**src/rtl/argmax_top2_if.sv**
```systemverilog
// Handshake and result bus for argmax_top2: request with packed scores, busy/done,
// and the registered classification results.
interface argmax_top2_if #(
   parameter int WIDTH       = 32,
   parameter int NUM_CLASSES = 10,
   parameter int IDX_W       = $clog2(NUM_CLASSES)
);
   logic                         start;
   logic [NUM_CLASSES*WIDTH-1:0] input_nums;
   logic                         busy;
   logic                         done;
   logic [IDX_W-1:0]             predicted_digit;
   logic [WIDTH-1:0]             max_value;
   logic [IDX_W-1:0]             runner_up_idx;
   logic [WIDTH:0]               margin;
   logic                         low_conf;

   modport master (
      output start, input_nums,
      input  busy, done, predicted_digit, max_value, runner_up_idx, margin, low_conf
   );

   modport slave (
      input  start, input_nums,
      output busy, done, predicted_digit, max_value, runner_up_idx, margin, low_conf
   );
endinterface

```
**src/rtl/argmax_top2.sv**
```systemverilog
// Multi-cycle argmax over NUM_CLASSES scores, LANES scores per cycle; reports the
// winner, runner-up, winner-to-runner-up margin and a low-confidence flag.
module argmax_top2 #(
   parameter int             WIDTH       = 32,
   parameter int             NUM_CLASSES = 10,
   parameter int             LANES       = 3,
   parameter bit             SIGNED      = 1'b0,
   parameter logic [WIDTH:0] CONF_THRESH = '0
) (
   input logic          clk,
   input logic          reset_n,
   argmax_top2_if.slave bus
);
   localparam int IDX_W = $clog2(NUM_CLASSES);
   localparam int PTR_W = $clog2(NUM_CLASSES + LANES + 1);

   localparam logic [1:0] IDLE = 2'd0;
   localparam logic [1:0] SCAN = 2'd1;
   localparam logic [1:0] DONE = 2'd2;

   logic [1:0]                   state;
   logic [NUM_CLASSES*WIDTH-1:0] cap;
   logic [PTR_W-1:0]             ptr;
   logic [WIDTH-1:0]             best_v, sec_v, nb_v, ns_v, lane_v;
   logic [IDX_W-1:0]             best_i, sec_i, nb_i, ns_i, lane_i;
   logic                         best_ok, sec_ok, nb_ok, ns_ok;
   logic                         last;
   logic [WIDTH:0]               ext_b, ext_s, mrg;
   logic [WIDTH+1:0]             thr_diff;

   logic [IDX_W-1:0]             pred_q, ru_q;
   logic [WIDTH-1:0]             max_q;
   logic [WIDTH:0]               mrg_q;
   logic                         lc_q;

   function automatic logic gt(input logic [WIDTH-1:0] a, input logic [WIDTH-1:0] b);
      if (SIGNED) return $signed(a) > $signed(b);
      return a > b;
   endfunction

   // Lanes fold in ascending index order; strict compares keep the lower index on ties.
   always_comb begin
      nb_v   = best_v;
      nb_i   = best_i;
      nb_ok  = best_ok;
      ns_v   = sec_v;
      ns_i   = sec_i;
      ns_ok  = sec_ok;
      lane_v = '0;
      lane_i = '0;
      for (int l = 0; l < LANES; l++) begin
         if (int'(ptr) + l < NUM_CLASSES) begin
            lane_v = cap[(int'(ptr) + l)*WIDTH +: WIDTH];
            lane_i = IDX_W'(int'(ptr) + l);
            if (!nb_ok || gt(lane_v, nb_v)) begin
               if (nb_ok) begin
                  ns_v  = nb_v;
                  ns_i  = nb_i;
                  ns_ok = 1'b1;
               end
               nb_v  = lane_v;
               nb_i  = lane_i;
               nb_ok = 1'b1;
            end else if (!ns_ok || gt(lane_v, ns_v)) begin
               ns_v  = lane_v;
               ns_i  = lane_i;
               ns_ok = 1'b1;
            end
         end
      end
   end

   assign last  = (int'(ptr) + LANES >= NUM_CLASSES);
   assign ext_b = SIGNED ? {nb_v[WIDTH-1], nb_v} : {1'b0, nb_v};
   assign ext_s = SIGNED ? {ns_v[WIDTH-1], ns_v} : {1'b0, ns_v};
   assign mrg   = ext_b - ext_s;
   // Borrow out of the subtraction is exactly (mrg < CONF_THRESH).
   assign thr_diff = {1'b0, mrg} - {1'b0, CONF_THRESH};

   always_ff @(posedge clk or negedge reset_n) begin
      if (!reset_n) begin
         state   <= IDLE;
         cap     <= '0;
         ptr     <= '0;
         best_v  <= '0;
         best_i  <= '0;
         best_ok <= 1'b0;
         sec_v   <= '0;
         sec_i   <= '0;
         sec_ok  <= 1'b0;
         pred_q  <= '0;
         max_q   <= '0;
         ru_q    <= '0;
         mrg_q   <= '0;
         lc_q    <= 1'b0;
      end else begin
         case (state)
            SCAN: begin
               best_v  <= nb_v;
               best_i  <= nb_i;
               best_ok <= nb_ok;
               sec_v   <= ns_v;
               sec_i   <= ns_i;
               sec_ok  <= ns_ok;
               ptr     <= ptr + PTR_W'(LANES);
               if (last) begin
                  state  <= DONE;
                  pred_q <= nb_i;
                  max_q  <= nb_v;
                  ru_q   <= ns_i;
                  mrg_q  <= mrg;
                  lc_q   <= thr_diff[WIDTH+1];
               end
            end
            default: begin
               // IDLE and DONE both accept a new request.
               if (bus.start) begin
                  cap     <= bus.input_nums;
                  ptr     <= '0;
                  best_ok <= 1'b0;
                  sec_ok  <= 1'b0;
                  state   <= SCAN;
               end else begin
                  state <= IDLE;
               end
            end
         endcase
      end
   end

   assign bus.busy            = (state == SCAN);
   assign bus.done            = (state == DONE);
   assign bus.predicted_digit = pred_q;
   assign bus.max_value       = max_q;
   assign bus.runner_up_idx   = ru_q;
   assign bus.margin          = mrg_q;
   assign bus.low_conf        = lc_q;
endmodule
```
**src/flat_wrapper.sv**
```systemverilog
// flat-port wrapper written by rule: the top's interface ports become plain ports
module argmax_top2_flat 
#(
   parameter int             WIDTH       = 32,
   parameter int             NUM_CLASSES = 10,
   parameter int             LANES       = 3,
   parameter bit             SIGNED      = 1'b0,
   parameter logic [WIDTH:0] CONF_THRESH = '0
)
  (clk, reset_n, bus_start, bus_input_nums, bus_busy, bus_done, bus_predicted_digit, bus_max_value, bus_runner_up_idx, bus_margin, bus_low_conf);
  argmax_top2_if #(.WIDTH(WIDTH), .NUM_CLASSES(NUM_CLASSES)) bus_i ();
  input logic clk;
  input logic reset_n;
  input wire logic [$bits(bus_i.start)-1:0] bus_start;
  input wire logic [$bits(bus_i.input_nums)-1:0] bus_input_nums;
  output wire logic [$bits(bus_i.busy)-1:0] bus_busy;
  output wire logic [$bits(bus_i.done)-1:0] bus_done;
  output wire logic [$bits(bus_i.predicted_digit)-1:0] bus_predicted_digit;
  output wire logic [$bits(bus_i.max_value)-1:0] bus_max_value;
  output wire logic [$bits(bus_i.runner_up_idx)-1:0] bus_runner_up_idx;
  output wire logic [$bits(bus_i.margin)-1:0] bus_margin;
  output wire logic [$bits(bus_i.low_conf)-1:0] bus_low_conf;
  assign bus_i.start = bus_start;
  assign bus_i.input_nums = bus_input_nums;
  assign bus_busy = bus_i.busy;
  assign bus_done = bus_i.done;
  assign bus_predicted_digit = bus_i.predicted_digit;
  assign bus_max_value = bus_i.max_value;
  assign bus_runner_up_idx = bus_i.runner_up_idx;
  assign bus_margin = bus_i.margin;
  assign bus_low_conf = bus_i.low_conf;
  argmax_top2 #(.WIDTH(WIDTH), .NUM_CLASSES(NUM_CLASSES), .LANES(LANES), .SIGNED(SIGNED), .CONF_THRESH(CONF_THRESH)) u_core (.clk(clk), .reset_n(reset_n), .bus(bus_i));
endmodule
```
**config.mk**
```make
export PLATFORM = sky130hd
export DESIGN_NAME = argmax_top2_flat
export DESIGN_NICKNAME = d
export VERILOG_FILES = /design/src/rtl/argmax_top2_if.sv /design/src/rtl/argmax_top2.sv /design/src/flat_wrapper.sv
export SDC_FILE = /design/constraint.sdc
export NUM_CORES = 2
export LEC_CHECK = 0
export CORE_ASPECT_RATIO = 1.5
export CORE_UTILIZATION = 35
export DETAILED_ROUTE_END_ITERATION = 10
export GPL_TIMING_DRIVEN = 1
export PLACE_DENSITY = 0.57
export RECOVER_POWER = 100
export SETUP_SLACK_MARGIN = 0.5
export SLEW_MARGIN = 20
export SYNTH_ARGS = -nofsm -noshare
export SYNTH_HDL_FRONTEND = slang
export SYNTH_SLANG_ARGS = --single-unit
```
**constraint.sdc**
```tcl
create_clock -name clk -period 26.6 [get_ports clk]
set_clock_uncertainty 0.1 [all_clocks]
set_input_delay 5.32 -clock clk [delete_from_list [all_inputs] [get_ports clk]]
set_output_delay 5.32 -clock clk [all_outputs]
set_load 0.02 [all_outputs]
```
After elaboration in Yosys (flattened, before gate mapping)
Cells that the tools add are included.

word-level totals
  flip-flop bits (word level) = 473
  bits of input ports = 323
  output and inout bits = 76
  word-level logic and storage cells = 112

operators by class
  $add $sub $neg = 5
  magnitude comparators = 10
  equal/unequal tests = 3
  shifts and indexed selects = 3
  multiplexer cells = 62
  bitwise logic cells = 1
  reduce and logical (&&, ||, !) cells = 15

operators by type and width
  operator                                                                 count
  320-bit by 32-bit variable part select with 32-bit output                2
  32-bit two-way mux                                                       18
  320-bit by 10-bit variable part select with 32-bit output                1
  32-bit greater-than comparator                                           6
  4-bit two-way mux                                                        20
  32-bit by 5-bit < comparator with 1-bit output, second input constant    2
  32-bit by 32-bit subtractor with 33-bit output                           1
  32-bit by 5-bit >= comparator with 1-bit output, second input constant   1
  1-bit two-way mux                                                        22
  4-bit by 2-bit adder with 5-bit output, second input constant            2
  1-bit logical NOT                                                        6
  1-bit logical OR                                                         6
  4-bit by 1-bit adder with 5-bit output, second input constant            1
  4-bit by 2-bit adder with 4-bit output, second input constant            1
  4-bit < comparator, second input constant                                1
  2-bit two-way mux                                                        2
  2-bit AND reduction                                                      2
  2-bit by 1-bit == test with 1-bit output, second input constant          1
  2-bit == test, second input constant                                     1
  2-bit by 1-bit inequality test with 1-bit output, second input constant  1
  2-bit nonzero test                                                       1
  1-bit NOT                                                                1

Logic depth before layout (Yosys ltp)
  depth after elaboration = 17
  gate-level depth with buffers = 58
  mapped depth without buffers = 49

Least setup slack after synthesis
Ideal clock, no wire load.

  path type = reg-to-reg
  start point = reg u_core.ptr[0]
  end point = reg u_core.mrg_q[30], in the netlist u_core.bus.margin[30]
  library setup time = 0.133 ns
  arrival time = 12.019 ns
  required time = 26.367 ns
  slack = 14.348 ns
  stages on the path, launching flop included = 55
  buffers on the path = 10
  clock period less this slack = 12.252 ns
  path through = dfrtp_1 > buf_2 > buf_2 > buf_2 > buf_2 > mux4_2 > a31o_2 > ha_1 > nand4_1 > nor4_1 > o21ai_0 > a21boi_0 > clkbuf_1 > o21a_1 > clkbuf_1 > buf_2 > nor3_1 > o21ai_0 > [... 19 more ...] > clkbuf_1 > and2_1 > a221oi_1 > o21ai_0 > a21oi_1 > ha_1 > inv_1 > fa_1 > a21oi_1 > o211ai_1 > o41ai_1 > o21a_1 > o21ai_0 > a211oi_1 > o31ai_1 > o41ai_1 > xnor2_1 > o21ai_0

on the way
  cells in the longest elaborated chain, start to end = 17
  elaborated cells on any way between the ends = 56
  those cells by class = add/sub: 4; order compare: 10; shift: 3; mux: 28; reduce/logical: 11

ends and longest elaborated chain
  what                                                                 RTL line                              source
  from (decl)                                                          argmax_top2.sv:23                     logic [PTR_W-1:0] ptr;
  from (signal assigned)                                               argmax_top2.sv:105                    ptr <= ptr + PTR_W'(LANES);
  320-bit by 10-bit variable part select with 32-bit output            argmax_top2.sv:53                     lane_v = cap[(int'(ptr) + l)*WIDTH +: WIDTH];
  32-bit greater-than comparator                                       argmax_top2.sv:38                     return a > b;
  1-bit logical OR                                                     argmax_top2.sv:64                     end else if (!ns_ok || gt(lane_v, ns_v)) begin
  32-bit two-way mux or 1-bit two-way mux (tied branches)              argmax_top2.sv:64
  32-bit two-way mux or 1-bit two-way mux (tied branches)              argmax_top2.sv:55                     if (!nb_ok || gt(lane_v, nb_v)) begin
  32-bit two-way mux or 1-bit two-way mux (tied branches)              argmax_top2.sv:52                     if (int'(ptr) + l < NUM_CLASSES) begin
  32-bit greater-than comparator or 1-bit logical NOT (tied branches)  argmax_top2.sv:38, argmax_top2.sv:64
  1-bit logical OR                                                     argmax_top2.sv:64
  [... 2 more ...]                                                     -
  32-bit two-way mux or 1-bit two-way mux (tied branches)              argmax_top2.sv:52
  32-bit greater-than comparator or 1-bit logical NOT (tied branches)  argmax_top2.sv:38, argmax_top2.sv:64
  1-bit logical OR                                                     argmax_top2.sv:64
  32-bit two-way mux                                                   argmax_top2.sv:64
  32-bit two-way mux                                                   argmax_top2.sv:55
  32-bit two-way mux *                                                 argmax_top2.sv:52
  named net u_core.ns_v[0]                                             argmax_top2.sv:24                     logic [WIDTH-1:0] best_v, sec_v, nb_v, ns_v, lane_v;
  32-bit by 32-bit subtractor with 33-bit output *                     argmax_top2.sv:76                     assign mrg = ext_b - ext_s;
  to (signal assigned)                                                 argmax_top2.sv:111                    mrg_q <= mrg;
  to (decl)                                                            argmax_top2.sv:33                     logic [WIDTH:0] mrg_q;

The timed path passes the listed nets; every way through them passes the cells marked *.
A chain may end at the register's enable or synchronous reset.

Final worst setup path
  start point = reg u_core.ptr[0]
  end point = reg u_core.mrg_q[30], in the netlist u_core.bus.margin[30]

on the way
  cells in the longest elaborated chain, start to end = 17
  elaborated cells on any way between the ends = 56
  those cells by class = add/sub: 4; order compare: 10; shift: 3; mux: 28; reduce/logical: 11

ends and longest elaborated chain
  what                                                                 RTL line
  320-bit by 10-bit variable part select with 32-bit output            argmax_top2.sv:53
  32-bit greater-than comparator                                       argmax_top2.sv:38
  1-bit logical OR                                                     argmax_top2.sv:64
  32-bit two-way mux or 1-bit two-way mux (tied branches)              argmax_top2.sv:64
  32-bit two-way mux or 1-bit two-way mux (tied branches)              argmax_top2.sv:55
  32-bit two-way mux or 1-bit two-way mux (tied branches)              argmax_top2.sv:52
  32-bit greater-than comparator or 1-bit logical NOT (tied branches)  argmax_top2.sv:38, argmax_top2.sv:64
  1-bit logical OR                                                     argmax_top2.sv:64
  32-bit two-way mux or 1-bit two-way mux (tied branches)              argmax_top2.sv:64
  32-bit two-way mux or 1-bit two-way mux (tied branches)              argmax_top2.sv:55
  32-bit two-way mux or 1-bit two-way mux (tied branches)              argmax_top2.sv:52
  32-bit greater-than comparator or 1-bit logical NOT (tied branches)  argmax_top2.sv:38, argmax_top2.sv:64
  1-bit logical OR                                                     argmax_top2.sv:64
  32-bit two-way mux                                                   argmax_top2.sv:64
  32-bit two-way mux                                                   argmax_top2.sv:55
  32-bit two-way mux                                                   argmax_top2.sv:52
  32-bit by 32-bit subtractor with 33-bit output                       argmax_top2.sv:76

Parallel ways exist; a longest one is shown, timed or not.

==> results.cfg <==
[floorplan]
start_util = 0.353
ios = 399
rows = 141
core_um2 = 98300
fp.dieH_um = 387
die_area_um2 = 100000
chipWidth_um = 259

[setup_path]
criticalPathCategory = reg -> reg
crit_path_end_kind = flop
crit_path_start_kind = flop
crit_start = u_core.ptr[0]
cpMaxStageDelayCell = o21ai_0
cp_common_cell = nor2_1
r2r-end = u_core.bus.margin[30]
cpPeakStageDelay_ns = 1.86
r2r_slack_ns = 4.79
r2r_cells = 44
r2r-start = u_core.ptr[0]
crit_fanout = 111
worstPathRequired_ns = 26.99
critical_path_arrival_ns = 22.20

[clocking]
post_cts_buffers = 0
ctsHoldBuffers = 0
htree_levels = 2
root_buffer = clkbuf_16
clock_latency_ns = 0.65
path_clk_slew_ns = 0.06
cts.path.max_buffers = 3
cts.sinks = 473
cts_tree = yes
numCtsBuffers = 52
cts_resized = 0

[timing]
finalMaxSlewViolations = 891
fmax_mhz = 45.9
rsz0062_at_grt = no
fin_crit_ns = 21.81
finalHoldViolCount = 0
finalSetupViolCount = 0
maxSlewHeadroom = -4.73
fin_tns_setup_ns = 0
period_share = 0.820
tightest_slew_ns = 8.59

[status]
status = finished with violations
violations = capacitance limit, slew limit

[yosys]
ys_types = 83
syn-instance-count = 3273
netlist_area_um2 = 34600
yosysSeqAreaShare = 0.342
synthFlopType = dfrtp_1
avgSynthCellArea_um2 = 10.6
ys_seq_elements = 473
synthArstFlopShare = 1.00
synth_enable_flop_cells = 0
synth_fp_nets = 3826
ys_warn_count = 0

[routing]
vias = 29616
final_antenna_net_count = 0
drt_iter0_drc = 2518
firstDrtPassIters = 7
viasPerCell = 6.01
drt_drc_violations_left = 0
drt_wl_total_um = 139000
wl_per_cell_um = 28.3

[global_routing]
met2_usage = 0.433
grt-busiest-layer = met2
grt_pass1_wl_um = 203000
grt_max_degree = 151
grt.met3_usage = 0.0400
met1_usage = 0.363
antenna_found_initial = 8
grt_pass1_vias = 29743
overflow = 0
gr-usage-all-layers = 0.273

[min_path]
hold_end = u_core.bus.margin[1]
hold_path_depth = 2
min_path_type = reg -> reg
holdCritStartpoint = u_core.bus.margin[1]

[final_layout]
area_growth_pct = 20.6
final_common_cell = dfrtp_1
nets = 4146
most-common-layout-cells = dfrtp_1, mux2_2, clkdlybuf4s50_1
drive_gt1_frac = 0.226

[placed_design]
gp_congestion = 1.04
io_buffers = 397
detailed_place_hpwl_um = 106000

[job]
maxCapViolCount = 16
per-layer routing:
metal  routed length [um]  vias up
met5                   23        -
met4                 7430        4
met3                 8990      340
met2                63900     1318
met1                59100    14836
li1                     -    13118
sequential cells by signal (all words and copies together), names as in the netlist:
signal	flops
u_core.best_i	4
u_core.best_ok	1
u_core.bus.max_value	32
u_core.bus.predicted_digit	4
u_core.cap	320
u_core.bus.runner_up_idx	4
u_core.state	2
u_core.sec_v	32
u_core.bus.margin	33
u_core.best_v	32
u_core.sec_i	4
u_core.sec_ok	1
u_core.ptr	4
worst max path at each step:
stage / end / slack [ns] / cells after the start
global route: u_core.bus.margin[30] / 3.82 / 45
floorplan: u_core.bus.margin[30] / 14.35 / 54
CTS: u_core.bus.margin[30] / 8.78 / 48
global placement: u_core.bus.margin[30] / 8.34 / 48
detailed placement: u_core.bus.margin[30] / 8.85 / 48
finish: u_core.bus.margin[30] / 4.79 / 44
cell type report:
class / count / area (um^2)
Clock buffer: 68 / 1440
Timing Repair Buffer: 487 / 4610
Multi-Input combinational cell: 2448 / 21400
Clock inverter: 26 / 325
Fill cell: 9470 / 56500
Sequential cell: 473 / 11800
Antenna cell: 5 / 12.5
Tap cell: 1287 / 1610
Inverter: 131 / 492
critical path, delay by kind of cell, from the launching register on:
family | cells | cell delay, ns
and+or+nand+nor | 12 | 5.31
DFF | 1 | 1.49
muxes | 2 | 1.15
buffers and inverters | 6 | 4.47
AOI/OAI and AO/OA | 19 | 7.05
adders and majority gates | 4 | 1.48
xor gates and xnor gates | 1 | 0.17
metrics by stage:
| stage | instances | util | hold slack, ns | worst slack [ns] | area, um^2 |
|---|---|---|---|---|---|
| after global placement | 4826 | 0.408 | 0.354 | 8.34 | 40100 |
| after CTS | 4920 | 0.426 | 0.378 | 8.78 | 41900 |
| final | 4925 | 0.425 | 0.364 | 4.79 | 41800 |
| after global routing | 4924 | 0.425 | 0.394 | 3.82 | 41800 |
| after floorplan | 3273 | - | 0.350 | 14.35 | 34600 |
| after detailed placement | 4826 | 0.408 | 0.363 | 8.85 | 40100 |
logic make-up after synthesis:
family	count (synthesis)	share of synthesized area
AO/OA/AOI/OAI	825	0.160
multiplexers	711	0.283
AND/OR/NAND/NOR	655	0.0846
flip-flops	473	0.342
buffers and inverters	352	0.0409
adder cells (fa/ha/maj)	230	0.0833
XOR/XNOR	26	0.00657
other	1	0.000108
Yosys cell counts, types with 18 or more instances:
| library cell | n | area (um^2) |
|---|---|---|
| a211oi_1 | 34 | 255 |
| a21o_1 | 50 | 375 |
| a21oi_1 | 149 | 746 |
| a221oi_1 | 41 | 359 |
| a22oi_1 | 27 | 203 |
| a31o_2 | 25 | 219 |
| a31oi_1 | 24 | 150 |
| buf_2 | 41 | 205 |
| clkbuf_1 | 156 | 586 |
| dfrtp_1 | 473 | 11800 |
| ha_1 | 229 | 2870 |
| inv_1 | 127 | 477 |
| mux2_2 | 421 | 4740 |
| mux2i_1 | 109 | 1090 |
| mux4_2 | 167 | 3760 |
| nand2_1 | 251 | 942 |
| nand2b_1 | 21 | 131 |
| nand3_1 | 34 | 170 |
| nand4_1 | 41 | 257 |
| nor2_1 | 200 | 751 |
| nor3_1 | 30 | 150 |
| o211ai_1 | 38 | 285 |
| o21a_1 | 45 | 338 |
| o21ai_0 | 195 | 976 |
| o22ai_1 | 18 | 113 |
| o31ai_1 | 29 | 218 |
Power is not shown: default switching activity piles up to over one toggle a cycle in this logic, so the estimate is an artifact.
